## src/rtl/fast_control_rx_pkg.sv

```systemverilog
// Shared fast-control definitions, used by both the generator and this receiver.
//   FC_*           bit positions of the commands inside the decoded 8-bit word
//   lock_state_t   bunch-counter lock FSM states
//   fc_cmd_t       decoded command fields that the receiver acts on
//   sat_inc16      saturating +1 for the 16-bit statistics counters
package fast_control_pkg;

  localparam int FC_BCR          = 0;
  localparam int FC_L1A          = 1;
  localparam int FC_LINK_RESET   = 2;
  localparam int FC_BUFFER_CLEAR = 3;
  localparam int FC_CALIB        = 5;

  typedef enum logic [1:0] {
    ST_UNLOCKED = 2'd0,
    ST_CHECKING = 2'd1,
    ST_LOCKED   = 2'd2
  } lock_state_t;

  typedef struct packed {
    logic calib;
    logic buffer_clear;
    logic link_reset;
    logic l1a;
    logic bcr;
  } fc_cmd_t;

  function automatic logic [15:0] sat_inc16(input logic [15:0] v);
    return (&v) ? v : v + 16'd1;
  endfunction

endpackage

```

## src/rtl/fast_control_rx_if.sv

```systemverilog
// Fast-control receiver bus.
//   master: drives the encoded stream, orbit length and counter clear; sees results
//   slave : the receiver; drives strobes, tags, lock status and statistics
interface fast_control_rx_if;
  logic [15:0] fc_stream_enc;
  logic [11:0] orb_length;
  logic        counter_clear;
  logic        bcr;
  logic        l1a;
  logic        link_reset;
  logic        buffer_clear;
  logic        calib_pulse;
  logic [11:0] l1a_bxid;
  logic [31:0] l1a_evtid;
  logic        locked;
  logic [11:0] bx_counter;
  logic [15:0] sbe_count;
  logic [15:0] dbe_count;
  logic [15:0] bcr_err_count;

  modport master (
    output fc_stream_enc, orb_length, counter_clear,
    input  bcr, l1a, link_reset, buffer_clear, calib_pulse, l1a_bxid, l1a_evtid,
           locked, bx_counter, sbe_count, dbe_count, bcr_err_count
  );

  modport slave (
    input  fc_stream_enc, orb_length, counter_clear,
    output bcr, l1a, link_reset, buffer_clear, calib_pulse, l1a_bxid, l1a_evtid,
           locked, bx_counter, sbe_count, dbe_count, bcr_err_count
  );
endinterface

```

## src/rtl/fast_control_rx_hamming84_dec.sv

```systemverilog
// Hamming(8,4) SECDED decoder, combinational.
//   code[7:0] : codeword. [6:0] is Hamming(7,4) with bit i at position i+1
//               (p1,p2,d0,p4,d1,d2,d3); [7] is even parity over [6:0].
//   data[3:0] : corrected data nibble
//   sbe       : one bit was wrong and has been corrected
//   dbe       : two bits wrong, data is not trustworthy
module hamming84_dec (
  input  logic [7:0] code,
  output logic [3:0] data,
  output logic       sbe,
  output logic       dbe
);
  logic [2:0] syn;
  logic       par;
  logic [7:0] fixed;

  always_comb begin
    syn[0] = code[0] ^ code[2] ^ code[4] ^ code[6];
    syn[1] = code[1] ^ code[2] ^ code[5] ^ code[6];
    syn[2] = code[3] ^ code[4] ^ code[5] ^ code[6];
    par    = ^code;
    fixed  = code;
    // Odd overall parity means one flip; syndrome 0 then points at the parity bit itself.
    if (par && (syn != 3'd0)) fixed[syn - 3'd1] = ~code[syn - 3'd1];
    sbe  = par;
    dbe  = ~par & (syn != 3'd0);
    data = {fixed[6], fixed[5], fixed[4], fixed[2]};
  end
endmodule

```

## src/rtl/fast_control_rx.sv

```systemverilog
// Fast-control receiver: corrects/decodes one Hamming-protected word per BX,
// issues command strobes, keeps a bunch counter locked to BCRs, tags L1As and
// counts link errors.
//   clk_bx, reset : BX clock, synchronous active-high reset
//   bus (slave)   : encoded stream in, orbit length, counter clear; strobes,
//                   L1A tags, lock status, bunch counter and statistics out
// Latency: word in cycle N -> strobes, bx_counter and sbe/dbe/bcr_err in N+2;
// locked in N+3.
module fast_control_rx
  import fast_control_pkg::*;
#(
  parameter int LOCK_COUNT = 4
) (
  input  logic              clk_bx,
  input  logic              reset,
  fast_control_rx_if.slave  bus
);
  localparam int GW = $clog2(LOCK_COUNT + 1);

  logic [15:0] enc_q;
  logic [3:0]  lo_data, hi_data;
  logic        lo_sbe, lo_dbe, hi_sbe, hi_dbe;
  logic        word_sbe, word_dbe;
  logic [7:0]  dec_word;
  fc_cmd_t     dec_cmd, cmd_q;
  logic        unused_word_bits;

  logic [11:0] bx_q, bx_next, orb_last, bxid_q;
  logic [31:0] evtid_q;
  logic [15:0] sbe_q, dbe_q, bcr_err_q;
  logic        at_last, bcr_expected, bcr_misplaced, bx_wrap;

  lock_state_t   state_q, state_d;
  logic [GW-1:0] good_q;
  logic          good_clr, good_inc, bcr_err_inc, locked_q;

  hamming84_dec u_dec_lo (.code(enc_q[7:0]),  .data(lo_data), .sbe(lo_sbe), .dbe(lo_dbe));
  hamming84_dec u_dec_hi (.code(enc_q[15:8]), .data(hi_data), .sbe(hi_sbe), .dbe(hi_dbe));

  // A word with any uncorrectable nibble is discarded whole; its single-bit
  // errors are then not counted separately.
  always_comb begin
    word_dbe = lo_dbe | hi_dbe;
    word_sbe = (lo_sbe | hi_sbe) & ~word_dbe;
    dec_word = word_dbe ? 8'h00 : {hi_data, lo_data};
    dec_cmd.bcr          = dec_word[FC_BCR];
    dec_cmd.l1a          = dec_word[FC_L1A];
    dec_cmd.link_reset   = dec_word[FC_LINK_RESET];
    dec_cmd.buffer_clear = dec_word[FC_BUFFER_CLEAR];
    dec_cmd.calib        = dec_word[FC_CALIB];
  end
  assign unused_word_bits = ^{dec_word[7:6], dec_word[4]};

  // Bunch counter runs one stage ahead of the command register so that a BCR
  // and the zeroed counter appear in the same output cycle.
  always_comb begin
    orb_last      = bus.orb_length - 12'd1;   // 0 -> 4095, i.e. a 4096-BX orbit
    at_last       = (bx_q == orb_last);
    bcr_expected  = dec_cmd.bcr & at_last;
    bcr_misplaced = dec_cmd.bcr & ~at_last;
    bx_wrap       = at_last & ~dec_cmd.bcr;
    bx_next       = (dec_cmd.bcr | at_last) ? 12'd0 : bx_q + 12'd1;
  end

  always_ff @(posedge clk_bx) begin
    if (reset) begin
      enc_q     <= '0;
      cmd_q     <= '0;
      bx_q      <= '0;
      bxid_q    <= '0;
      evtid_q   <= '0;
      sbe_q     <= '0;
      dbe_q     <= '0;
      bcr_err_q <= '0;
    end else begin
      enc_q <= bus.fc_stream_enc;
      cmd_q <= dec_cmd;
      bx_q  <= bx_next;
      if (dec_cmd.l1a) bxid_q <= bx_next;
      if (bus.counter_clear) begin
        evtid_q   <= '0;
        sbe_q     <= '0;
        dbe_q     <= '0;
        bcr_err_q <= '0;
      end else begin
        if (dec_cmd.l1a) evtid_q   <= evtid_q + 32'd1;
        if (word_sbe)    sbe_q     <= sat_inc16(sbe_q);
        if (word_dbe)    dbe_q     <= sat_inc16(dbe_q);
        if (bcr_err_inc) bcr_err_q <= sat_inc16(bcr_err_q);
      end
    end
  end

  // Lock FSM: state register
  always_ff @(posedge clk_bx) begin
    if (reset) begin
      state_q  <= ST_UNLOCKED;
      good_q   <= '0;
      locked_q <= 1'b0;
    end else begin
      state_q  <= state_d;
      locked_q <= (state_q == ST_LOCKED);   // one cycle behind the decision
      if (good_clr)      good_q <= '0;
      else if (good_inc) good_q <= good_q + GW'(1);
    end
  end

  // Lock FSM: next state
  always_comb begin
    state_d = state_q;
    case (state_q)
      ST_UNLOCKED: if (dec_cmd.bcr) state_d = ST_CHECKING;
      ST_CHECKING: begin
        if (bx_wrap) state_d = ST_UNLOCKED;
        else if (bcr_expected && (good_q == GW'(LOCK_COUNT - 1))) state_d = ST_LOCKED;
      end
      ST_LOCKED:   if (bcr_misplaced | bx_wrap) state_d = ST_CHECKING;
      default:     state_d = ST_UNLOCKED;
    endcase
  end

  // Lock FSM: outputs. Outside CHECKING the good count is held at 0 so it is
  // always fresh on entry.
  always_comb begin
    good_clr    = 1'b0;
    good_inc    = 1'b0;
    bcr_err_inc = 1'b0;
    case (state_q)
      ST_CHECKING: begin
        good_inc = bcr_expected;
        good_clr = bcr_misplaced;
      end
      ST_LOCKED: begin
        good_clr    = 1'b1;
        bcr_err_inc = bcr_misplaced | bx_wrap;
      end
      default: good_clr = 1'b1;
    endcase
  end

  assign bus.bcr           = cmd_q.bcr;
  assign bus.l1a           = cmd_q.l1a;
  assign bus.link_reset    = cmd_q.link_reset;
  assign bus.buffer_clear  = cmd_q.buffer_clear;
  assign bus.calib_pulse   = cmd_q.calib;
  assign bus.l1a_bxid      = bxid_q;
  assign bus.l1a_evtid     = evtid_q;
  assign bus.locked        = locked_q;
  assign bus.bx_counter    = bx_q;
  assign bus.sbe_count     = sbe_q;
  assign bus.dbe_count     = dbe_q;
  assign bus.bcr_err_count = bcr_err_q;
endmodule

```

## src/flat_wrapper.sv

```systemverilog
// flat-port wrapper written by rule: the top's interface ports become plain ports
module fast_control_rx_flat import fast_control_pkg::*;
#(
  parameter int LOCK_COUNT = 4
)
  (clk_bx, reset, bus_fc_stream_enc, bus_orb_length, bus_counter_clear, bus_bcr, bus_l1a, bus_link_reset, bus_buffer_clear, bus_calib_pulse, bus_l1a_bxid, bus_l1a_evtid, bus_locked, bus_bx_counter, bus_sbe_count, bus_dbe_count, bus_bcr_err_count);
  fast_control_rx_if bus_i ();
  input  logic clk_bx;
  input  logic reset;
  input wire logic [$bits(bus_i.fc_stream_enc)-1:0] bus_fc_stream_enc;
  input wire logic [$bits(bus_i.orb_length)-1:0] bus_orb_length;
  input wire logic [$bits(bus_i.counter_clear)-1:0] bus_counter_clear;
  output wire logic [$bits(bus_i.bcr)-1:0] bus_bcr;
  output wire logic [$bits(bus_i.l1a)-1:0] bus_l1a;
  output wire logic [$bits(bus_i.link_reset)-1:0] bus_link_reset;
  output wire logic [$bits(bus_i.buffer_clear)-1:0] bus_buffer_clear;
  output wire logic [$bits(bus_i.calib_pulse)-1:0] bus_calib_pulse;
  output wire logic [$bits(bus_i.l1a_bxid)-1:0] bus_l1a_bxid;
  output wire logic [$bits(bus_i.l1a_evtid)-1:0] bus_l1a_evtid;
  output wire logic [$bits(bus_i.locked)-1:0] bus_locked;
  output wire logic [$bits(bus_i.bx_counter)-1:0] bus_bx_counter;
  output wire logic [$bits(bus_i.sbe_count)-1:0] bus_sbe_count;
  output wire logic [$bits(bus_i.dbe_count)-1:0] bus_dbe_count;
  output wire logic [$bits(bus_i.bcr_err_count)-1:0] bus_bcr_err_count;
  assign bus_i.fc_stream_enc = bus_fc_stream_enc;
  assign bus_i.orb_length = bus_orb_length;
  assign bus_i.counter_clear = bus_counter_clear;
  assign bus_bcr = bus_i.bcr;
  assign bus_l1a = bus_i.l1a;
  assign bus_link_reset = bus_i.link_reset;
  assign bus_buffer_clear = bus_i.buffer_clear;
  assign bus_calib_pulse = bus_i.calib_pulse;
  assign bus_l1a_bxid = bus_i.l1a_bxid;
  assign bus_l1a_evtid = bus_i.l1a_evtid;
  assign bus_locked = bus_i.locked;
  assign bus_bx_counter = bus_i.bx_counter;
  assign bus_sbe_count = bus_i.sbe_count;
  assign bus_dbe_count = bus_i.dbe_count;
  assign bus_bcr_err_count = bus_i.bcr_err_count;
  fast_control_rx #(.LOCK_COUNT(LOCK_COUNT)) u_core (.clk_bx(clk_bx), .reset(reset), .bus(bus_i));
endmodule
```

## config.mk

```make
export PLATFORM = sky130hd
export DESIGN_NAME = fast_control_rx_flat
export DESIGN_NICKNAME = d
export VERILOG_FILES = /design/src/rtl/fast_control_rx_pkg.sv /design/src/rtl/fast_control_rx_if.sv /design/src/rtl/fast_control_rx_hamming84_dec.sv /design/src/rtl/fast_control_rx.sv /design/src/flat_wrapper.sv
export SDC_FILE = /design/constraint.sdc
export NUM_CORES = 1
export LEC_CHECK = 0
export ABC_AREA = 1
export CORE_UTILIZATION = 40
export CTS_BUF_LIST = sky130_fd_sc_hd__clkbuf_16
export DETAILED_ROUTE_END_ITERATION = 16
export PLACE_DENSITY = 0.72
export SYNTH_ARGS = -nofsm -noshare
export SYNTH_HDL_FRONTEND = slang
export SYNTH_SLANG_ARGS = --single-unit
export TNS_END_PERCENT = 30
```

## constraint.sdc

```tcl
create_clock -name clk_bx -period 4.4 [get_ports clk_bx]
set_input_delay 0.88 -clock clk_bx [delete_from_list [all_inputs] [get_ports clk_bx]]
set_output_delay 0.88 -clock clk_bx [all_outputs]
set_load 0.03 [all_outputs]
```

# Word-level counts from Yosys, hierarchy flattened
# Cells that the tools add are included.
# op_classes
eq_ne	7
mux	22
magnitude_cmp	4
bitwise	38
n_reduce_logical	20
add_sub_neg	9
# op_table
operator	n
adder 16 x 1 -> 16 bit (second input constant)	3
AND reduction 16 bit	3
adder 32 x 1 -> 32 bit (second input constant)	1
bitwise XOR 1 bit	18
bitwise mux 8 bit	2
XOR reduction 8 bit	2
adder 12 x 1 -> 12 bit (second input constant)	1
equality test 12 bit	1
two-way mux 12 bit	1
subtractor 12 x 1 -> 12 bit (second input constant)	1
two-way mux 2 bit	5
inverter 1 bit	10
< comparator 3 x 4 -> 1 bit (second input constant)	2
two-way mux 1 bit	7
two-way mux 7 bit	1
bitwise AND 1 bit	6
binary-select mux 1 bit (select 3 bit)	2
demux 1 bit (select 3 bit)	2
>= comparator 3 x 1 -> 1 bit (second input constant)	2
case mux 2 bit (3 select lines)	1
AND reduction 2 bit	3
nonzero test 3 bit	2
OR reduction 2 bit	3
subtractor 3 x 1 -> 3 bit (second input constant)	2
12 further kinds	19
# word_totals
in_bits	31
regBits	131
out_inout_bits	110

# Depth between registers and ports, before layout
# logic_depth
depth_word	16
ltp_mapped	26
depth_no_buf	25

# By module
# Synthesis repeated with hierarchy kept, for this count alone.
# unflattened
hier_cells	1205
area_unflattened_um2	7818.7
# by_module_without_submodules
module	n_inst	seq_area_each_um2	cells_each	area_per_inst_um2
fast_control_rx	1	2622.5	998	6777.8
hamming84_dec at u_core.u_dec_hi	1	0.0	109	561.8
hamming84_dec at u_core.u_dec_lo	1	0.0	98	479.2

# Worst setup path before layout
# OpenSTA, ideal clock, no wires.
# synth_path
path_kind	input to register
startpoint	input bus_orb_length[0]
endpoint	register u_core.bcr_err_q[7] (netlist: u_core.bus.bcr_err_count[7])
path_stages	21
t_arrival_ns	3.462
slack_ns	0.818
path_buffers	0
setup_time_ns	0.119
path_cell_list	inv_1 ha_1 nand2_1 nor2_1 nand2_1 nor3_1 xor2_1 nor3_1 nand4_1 nor2_1 inv_1 ha_1 nand3_1 inv_1 nand2_1 nor2_1 nand3_1 nor2_1 inv_1 o21ai_0 a21oi_1
# synth_between
elab_chain_cells	7
word_cells_on_any_way	8
cone_classes	add/sub (1); eq/ne (1); mux (1); bitwise (4); reduce/logical (1)
# synth_rtl
item	line_no	rtl
from (decl)	flat_wrapper.sv:11	input wire logic [$bits(bus_i.orb_length)-1:0] bus_orb_length;
subtractor 12 x 1 -> 12 bit *	fast_control_rx.sv:57	orb_last = bus.orb_length - 12'd1;
equality test 12 bit *	fast_control_rx.sv:58	at_last = (bx_q == orb_last);
inverter 1 bit	fast_control_rx.sv:60	bcr_misplaced = dec_cmd.bcr & ~at_last;
bitwise AND 1 bit	fast_control_rx.sv:60	
bitwise OR 1 bit *	fast_control_rx.sv:135	bcr_err_inc = bcr_misplaced | bx_wrap;
two-way mux 1 bit *	fast_control_rx.sv:128	case (state_q)
AND reduction 2 bit (no source line) *	--	
to (signal assigned)	fast_control_rx.sv:89	if (bcr_err_inc) bcr_err_q <= sat_inc16(bcr_err_q);
to (decl)	fast_control_rx.sv:30	logic [15:0] sbe_q, dbe_q, bcr_err_q;
# Every way passes the cells marked *; elsewhere a longest branch is shown, timed or not.
# A chain may end at the register's enable or synchronous reset.

# Worst setup path after layout
# Ends and elaborated chain as after synthesis.

==> flow_summary.html <==
<table>
<tr><th>Metric</th><th>Value</th></tr>
<tr><th colspan="2">Outcome</th></tr>
<tr><td>Result of the run</td><td>completed</td></tr>
<tr><th colspan="2">Global routing</th></tr>
<tr><td>Number of global-route vias before repair</td><td>6677</td></tr>
<tr><td>Remaining Overflow, GRT</td><td>0</td></tr>
<tr><td>Initial antenna violation count</td><td>0</td></tr>
<tr><td>Largest net degree at the start of global routing</td><td>57</td></tr>
<tr><td>Wire length of the first global-routing pass</td><td>between 30 and 40 mm</td></tr>
<tr><td>Overall fraction of global-route tracks in use</td><td>between 15 and 20%</td></tr>
<tr><th colspan="2">Critical path</th></tr>
<tr><td>Crit Path Category</td><td>in -&gt; reg</td></tr>
<tr><td>Worst Reg-to-Reg Cells</td><td>23</td></tr>
<tr><td>Endpoint kind of the worst setup timing path</td><td>flip-flop</td></tr>
<tr><td>Arrival time of data at the critical path endpoint</td><td>4.32 ns</td></tr>
<tr><td>Maximum net fanout on the critical path</td><td>7</td></tr>
<tr><td>CP Launch Type</td><td>primary input</td></tr>
<tr><td>R2R Setup Slk</td><td>0.76 ns</td></tr>
<tr><td>Critical Path RT</td><td>roughly 4.7 ns</td></tr>
<tr><th colspan="2">STA</th></tr>
<tr><td>Final critical delay including setup and external delays</td><td>roughly 4 ns</td></tr>
<tr><td>Max-slew violations</td><td>0</td></tr>
<tr><td>Final WS setup</td><td>just under 0.4 ns</td></tr>
<tr><td>Number of failing setup endpoints in the final timing report</td><td>0</td></tr>
<tr><td>Actual slew at the worst max-slew pin</td><td>0.733 ns</td></tr>
<tr><td>Setup repair after global routing missed its margin</td><td>no</td></tr>
<tr><td>Normalized max-slew margin</td><td>51.2%</td></tr>
<tr><td>Final Cycle Share</td><td>around 91%</td></tr>
<tr><td>Fin Setup TNS</td><td>0 ns</td></tr>
<tr><td>Maximum clock rate</td><td>250 MHz</td></tr>
<tr><td>Final Skew</td><td>0.00897 ns</td></tr>
<tr><td>Hold Fails Final Rpt</td><td>0</td></tr>
<tr><th colspan="2">Layout</th></tr>
<tr><td>Area of all placed cells without fillers</td><td>9890 sq um</td></tr>
<tr><td>Sequential cell area in the final layout</td><td>around 2600 sq um</td></tr>
<tr><td>Area grow syn2layout</td><td>28.0%</td></tr>
<tr><td>Filler cell count</td><td>1794</td></tr>
<tr><td>Footprint of the multi-input gates</td><td>4420 sq um</td></tr>
<tr><td>Ratio of cells with drive above 1 in the final layout</td><td>between 10 and 15%</td></tr>
<tr><td>Antenna fix cells</td><td>0</td></tr>
<tr><td>Nets</td><td>1270</td></tr>
<tr><th colspan="2">Power</th></tr>
<tr><td>Power share of the combinational group</td><td>about a fifth</td></tr>
<tr><td>Power density of the placed cells</td><td>350 nW/um^2</td></tr>
<tr><td>Clock network power share</td><td>44.2%</td></tr>
<tr><td>Switching share of power</td><td>between 30 and 40%</td></tr>
<tr><td>Worst vdd rail ir drop</td><td>267 uV</td></tr>
<tr><td>Sw Pwr</td><td>0.00105 W</td></tr>
<tr><td>Internal power component</td><td>0.00241 W</td></tr>
<tr><td>LEAKAGE</td><td>between 3 and 4 nW</td></tr>
<tr><td>Sequential fraction of design power</td><td>36.9%</td></tr>
<tr><th colspan="2">Routing</th></tr>
<tr><td>DR WL/cell</td><td>12.8 microns</td></tr>
<tr><td>Number of vias per cell</td><td>4.89</td></tr>
<tr><td>DRC violations left</td><td>0</td></tr>
<tr><td>Detailed router's first-iteration violation count</td><td>371</td></tr>
<tr><td>Number of nets still failing antenna checks after routing</td><td>0</td></tr>
<tr><td>Count of vias placed by the detailed router</td><td>7324</td></tr>
<tr><td>Iteration count of the initial detailed-routing pass</td><td>5</td></tr>
<tr><td>Final wirelength</td><td>19.2 mm</td></tr>
<tr><th colspan="2">Floorplan</th></tr>
<tr><td>Chip width</td><td>141 microns</td></tr>
<tr><td>Std cell rows</td><td>50</td></tr>
<tr><td>I/O Pins</td><td>around 140</td></tr>
<tr><td>Area of the die</td><td>19900 sq um</td></tr>
<tr><td>Area of the core</td><td>about 19000 sq um</td></tr>
<tr><td>Height of the chip</td><td>141 microns</td></tr>
<tr><td>Initial core utilization</td><td>41.0%</td></tr>
<tr><th colspan="2">CTS</th></tr>
<tr><td>CTS Buf Count</td><td>17</td></tr>
<tr><td>Buffer cell driving the clock tree root</td><td>sky130_fd_sc_hd__clkbuf_16</td></tr>
<tr><td>Clock Sinks</td><td>131</td></tr>
<tr><td>Clock tree from TritonCTS</td><td>yes</td></tr>
<tr><td>Clock-pin transition on the worst setup and hold timing paths</td><td>0.07 ns</td></tr>
<tr><td>Clock latency of the later-clocked register in the worst-skew pair</td><td>~0.42 ns</td></tr>
<tr><td>Number of H-tree levels</td><td>4</td></tr>
<tr><td>Buffers from clock root to sink, at most</td><td>2</td></tr>
<tr><th colspan="2">Run</th></tr>
<tr><td>Max capacitance violation total</td><td>0</td></tr>
<tr><th colspan="2">Synthesis</th></tr>
<tr><td>Portion of the post-synthesis area used by sequential elements</td><td>between 30% and 40%</td></tr>
<tr><td>Synthesized flop and latch total</td><td>131</td></tr>
<tr><td>Net Count, Synth</td><td>1140</td></tr>
<tr><td>Biggest area contributors in the synthesized netlist</td><td>sky130_fd_sc_hd__dfxtp_1, sky130_fd_sc_hd__nand2_1, sky130_fd_sc_hd__nor2_1, sky130_fd_sc_hd__xor2_1, sky130_fd_sc_hd__inv_1</td></tr>
<tr><td>Library cells used by synthesis</td><td>39</td></tr>
<tr><td>Post-Syn Area</td><td>7730 sq um</td></tr>
<tr><td>Count of mapped cells out of synthesis</td><td>between 1000 and 1500</td></tr>
<tr><td>Cell taking the most area after synthesis</td><td>sky130_fd_sc_hd__dfxtp_1</td></tr>
<tr><td>Count of flip-flops with a built-in enable after synthesis</td><td>0</td></tr>
<tr><td>Number of warnings reported in the yosys synthesis log</td><td>0</td></tr>
<tr><td>Synth Flop Type</td><td>sky130_fd_sc_hd__dfxtp_1</td></tr>
<tr><td>Post-synth ARST share</td><td>0%</td></tr>
<tr><td>Synth Area per Inst</td><td>7.06 sq um</td></tr>
<tr><td>Share of the synthesized area in the top cell type</td><td>between 30% and 40%</td></tr>
<tr><th colspan="2">Placed design</th></tr>
<tr><td>Post-detailed-placement half-perimeter wirelength</td><td>14.2 mm</td></tr>
<tr><td>Pre-CTS worst setup slack</td><td>-0.141 ns</td></tr>
<tr><td>Area after DPL</td><td>slightly above 9000 sq um</td></tr>
<tr><td>Port Buffer Count</td><td>140</td></tr>
<tr><td>Routability congestion estimate</td><td>0.894</td></tr>
<tr><th colspan="2">Hold path</th></tr>
<tr><td>Hold WC Path Type</td><td>reg -&gt; reg</td></tr>
<tr><td>Depth of the worst hold-timing path</td><td>2</td></tr>
</table>
==> power groups by stage <==
stage,registers (W),logic (W),clock network (W)
final,0.00128,0.000654,0.00153
after global routing,0.00129,0.000728,0.00161
after CTS,0.00128,0.000656,0.00155
after detailed placement,0.00131,0.000653,0
after global placement,0.00131,0.000644,0
after floorplan,0.00136,0.000434,0
==> critical path: stages <==
cell	delay (ns)
sky130_fd_sc_hd__clkdlybuf4s50_1	0.42
sky130_fd_sc_hd__inv_1	0.11
sky130_fd_sc_hd__ha_1	0.19
sky130_fd_sc_hd__nand2_1	0.07
sky130_fd_sc_hd__nor2_1	0.18
sky130_fd_sc_hd__nand2_1	0.14
sky130_fd_sc_hd__nor3_2	0.21
sky130_fd_sc_hd__xor2_1	0.11
sky130_fd_sc_hd__nor3_1	0.20
sky130_fd_sc_hd__nand4_1	0.11
sky130_fd_sc_hd__nor2_1	0.19
sky130_fd_sc_hd__inv_1	0.09
sky130_fd_sc_hd__ha_1	0.31
sky130_fd_sc_hd__nand3_1	0.10
sky130_fd_sc_hd__inv_1	0.06
sky130_fd_sc_hd__nand2_1	0.17
sky130_fd_sc_hd__nor2_1	0.21
sky130_fd_sc_hd__nand3_1	0.14
sky130_fd_sc_hd__nor2_1	0.15
sky130_fd_sc_hd__inv_1	0.07
sky130_fd_sc_hd__o21ai_0	0.15
sky130_fd_sc_hd__a21oi_1	0.05
==> registers in the layout (all words and copies together) (netlist names), 2 cells and up <==
name,count
u_core.enc_q,16
u_core.bus.bx_counter,12
u_core.state_q,2
u_core.bus.bcr_err_count,16
u_core.bus.dbe_count,16
u_core.bus.l1a_evtid,32
u_core.bus.l1a_bxid,12
u_core.bus.sbe_count,16
u_core.good_q,3
==> stage by stage <==
stage / hold slack [ns] / total power (W) / cells / util (%)
2_1_floorplan: 0.427 / 0.00179 / 1094 / -
3_3_place_gp: 0.437 / 0.00195 / 1465 / 49.1
3_5_place_dp: 0.446 / 0.00196 / 1465 / 49.1
4_1_cts: 0.454 / 0.00349 / 1497 / 52.5
5_1_grt: 0.491 / 0.00363 / 1497 / 52.5
6_report: 0.452 / 0.00347 / 1497 / 52.5
==> what timing repair did <==
item | CTS | global route
buffers inserted | 0 | 0
setup endpoints to repair | 0 | 5
resized for setup | 0 | 2
hold buffers | 0 | 0
==> kinds of logic (layout without fill, tap and decap cells) <==
logic type                 after synthesis  count (layout)  share of synthesized area [%]
AOI/OAI and AO/OA                      134             134                           10.2
xor gates and xnor gates                87              87                           9.86
adders and majority gates               15              15                           2.43
buffers and inverters                  152             295                           8.92
DFF                                    131             131                           33.9
and+or+nand+nor                        575             575                           34.6
==> layout by cell type (no fill, tap or decap), types with 2 or more instances in the layout <==
| cell type | instances |
|---|---|
| sky130_fd_sc_hd__nand3_2 | 33 |
| sky130_fd_sc_hd__nand4_1 | 17 |
| sky130_fd_sc_hd__clkinvlp_4 | 2 |
| sky130_fd_sc_hd__nand2_2 | 12 |
| sky130_fd_sc_hd__inv_6 | 3 |
| sky130_fd_sc_hd__clkinv_4 | 2 |
| sky130_fd_sc_hd__nor2_1 | 142 |
| sky130_fd_sc_hd__nor4_1 | 10 |
| sky130_fd_sc_hd__o21bai_1 | 2 |
| sky130_fd_sc_hd__inv_1 | 108 |
| sky130_fd_sc_hd__o21ai_0 | 32 |
| sky130_fd_sc_hd__a21oi_2 | 25 |
| sky130_fd_sc_hd__nor2_2 | 4 |
| sky130_fd_sc_hd__clkbuf_16 | 17 |
| sky130_fd_sc_hd__a31oi_1 | 2 |
| sky130_fd_sc_hd__nand3_1 | 64 |
| sky130_fd_sc_hd__xnor2_1 | 34 |
| sky130_fd_sc_hd__xor2_1 | 53 |
| sky130_fd_sc_hd__buf_4 | 7 |
| sky130_fd_sc_hd__clkinv_1 | 2 |
| sky130_fd_sc_hd__bufinv_16 | 4 |
| sky130_fd_sc_hd__clkinv_2 | 2 |
| sky130_fd_sc_hd__inv_2 | 6 |
| sky130_fd_sc_hd__a21oi_1 | 70 |
| sky130_fd_sc_hd__ha_1 | 15 |
| sky130_fd_sc_hd__clkdlybuf4s50_1 | 140 |
| sky130_fd_sc_hd__nand2_1 | 239 |
| sky130_fd_sc_hd__nand2_4 | 5 |
| sky130_fd_sc_hd__nor3b_1 | 3 |
| sky130_fd_sc_hd__nor3_1 | 37 |
| sky130_fd_sc_hd__dfxtp_1 | 131 |
| sky130_fd_sc_hd__nand3b_1 | 3 |
==> synth_stat cells, types with 17 or more instances <==
master / n
sky130_fd_sc_hd__nor3_1: 38
sky130_fd_sc_hd__a21oi_1: 70
sky130_fd_sc_hd__a21oi_2: 25
sky130_fd_sc_hd__inv_1: 109
sky130_fd_sc_hd__o21ai_0: 32
sky130_fd_sc_hd__nand4_1: 17
sky130_fd_sc_hd__nor2_1: 143
sky130_fd_sc_hd__dfxtp_1: 131
sky130_fd_sc_hd__xor2_1: 53
sky130_fd_sc_hd__xnor2_1: 34
sky130_fd_sc_hd__nand2_1: 239
sky130_fd_sc_hd__nand3_2: 33
sky130_fd_sc_hd__nand3_1: 64
==> routing by layer <==
metal | up-vias | global-route usage [%] | wire length (microns)
li1 | 3793 | - | -
met1 | 3312 | 25.0 | 9050
met2 | 191 | 33.2 | 8960
met3 | 28 | 2.89 | 818
met4 | 0 | 8.07 | 361
met5 | - | 0 | 0
==> final cells by class <==
cell class,instances,share of cell area [%]
Clock inverter,15,2.06
Tap cell,260,3.29
Inverter,116,4.43
Sequential cell,131,26.5
Multi-Input combinational cell,811,44.7
Timing Repair Buffer,147,14.7
Clock buffer,17,4.30
==> final timing paths <==
kind                          start                           to
setup reg to reg    u_core.enc_q[2]  u_core.bus.bcr_err_count[7]
hold reg to reg    u_core.good_q[1]             u_core.good_q[1]
hold / removal     u_core.good_q[1]             u_core.good_q[1]
setup / recovery  bus_orb_length[0]  u_core.bus.bcr_err_count[7]
No activity file was read; power rests on OpenSTA's default activity.
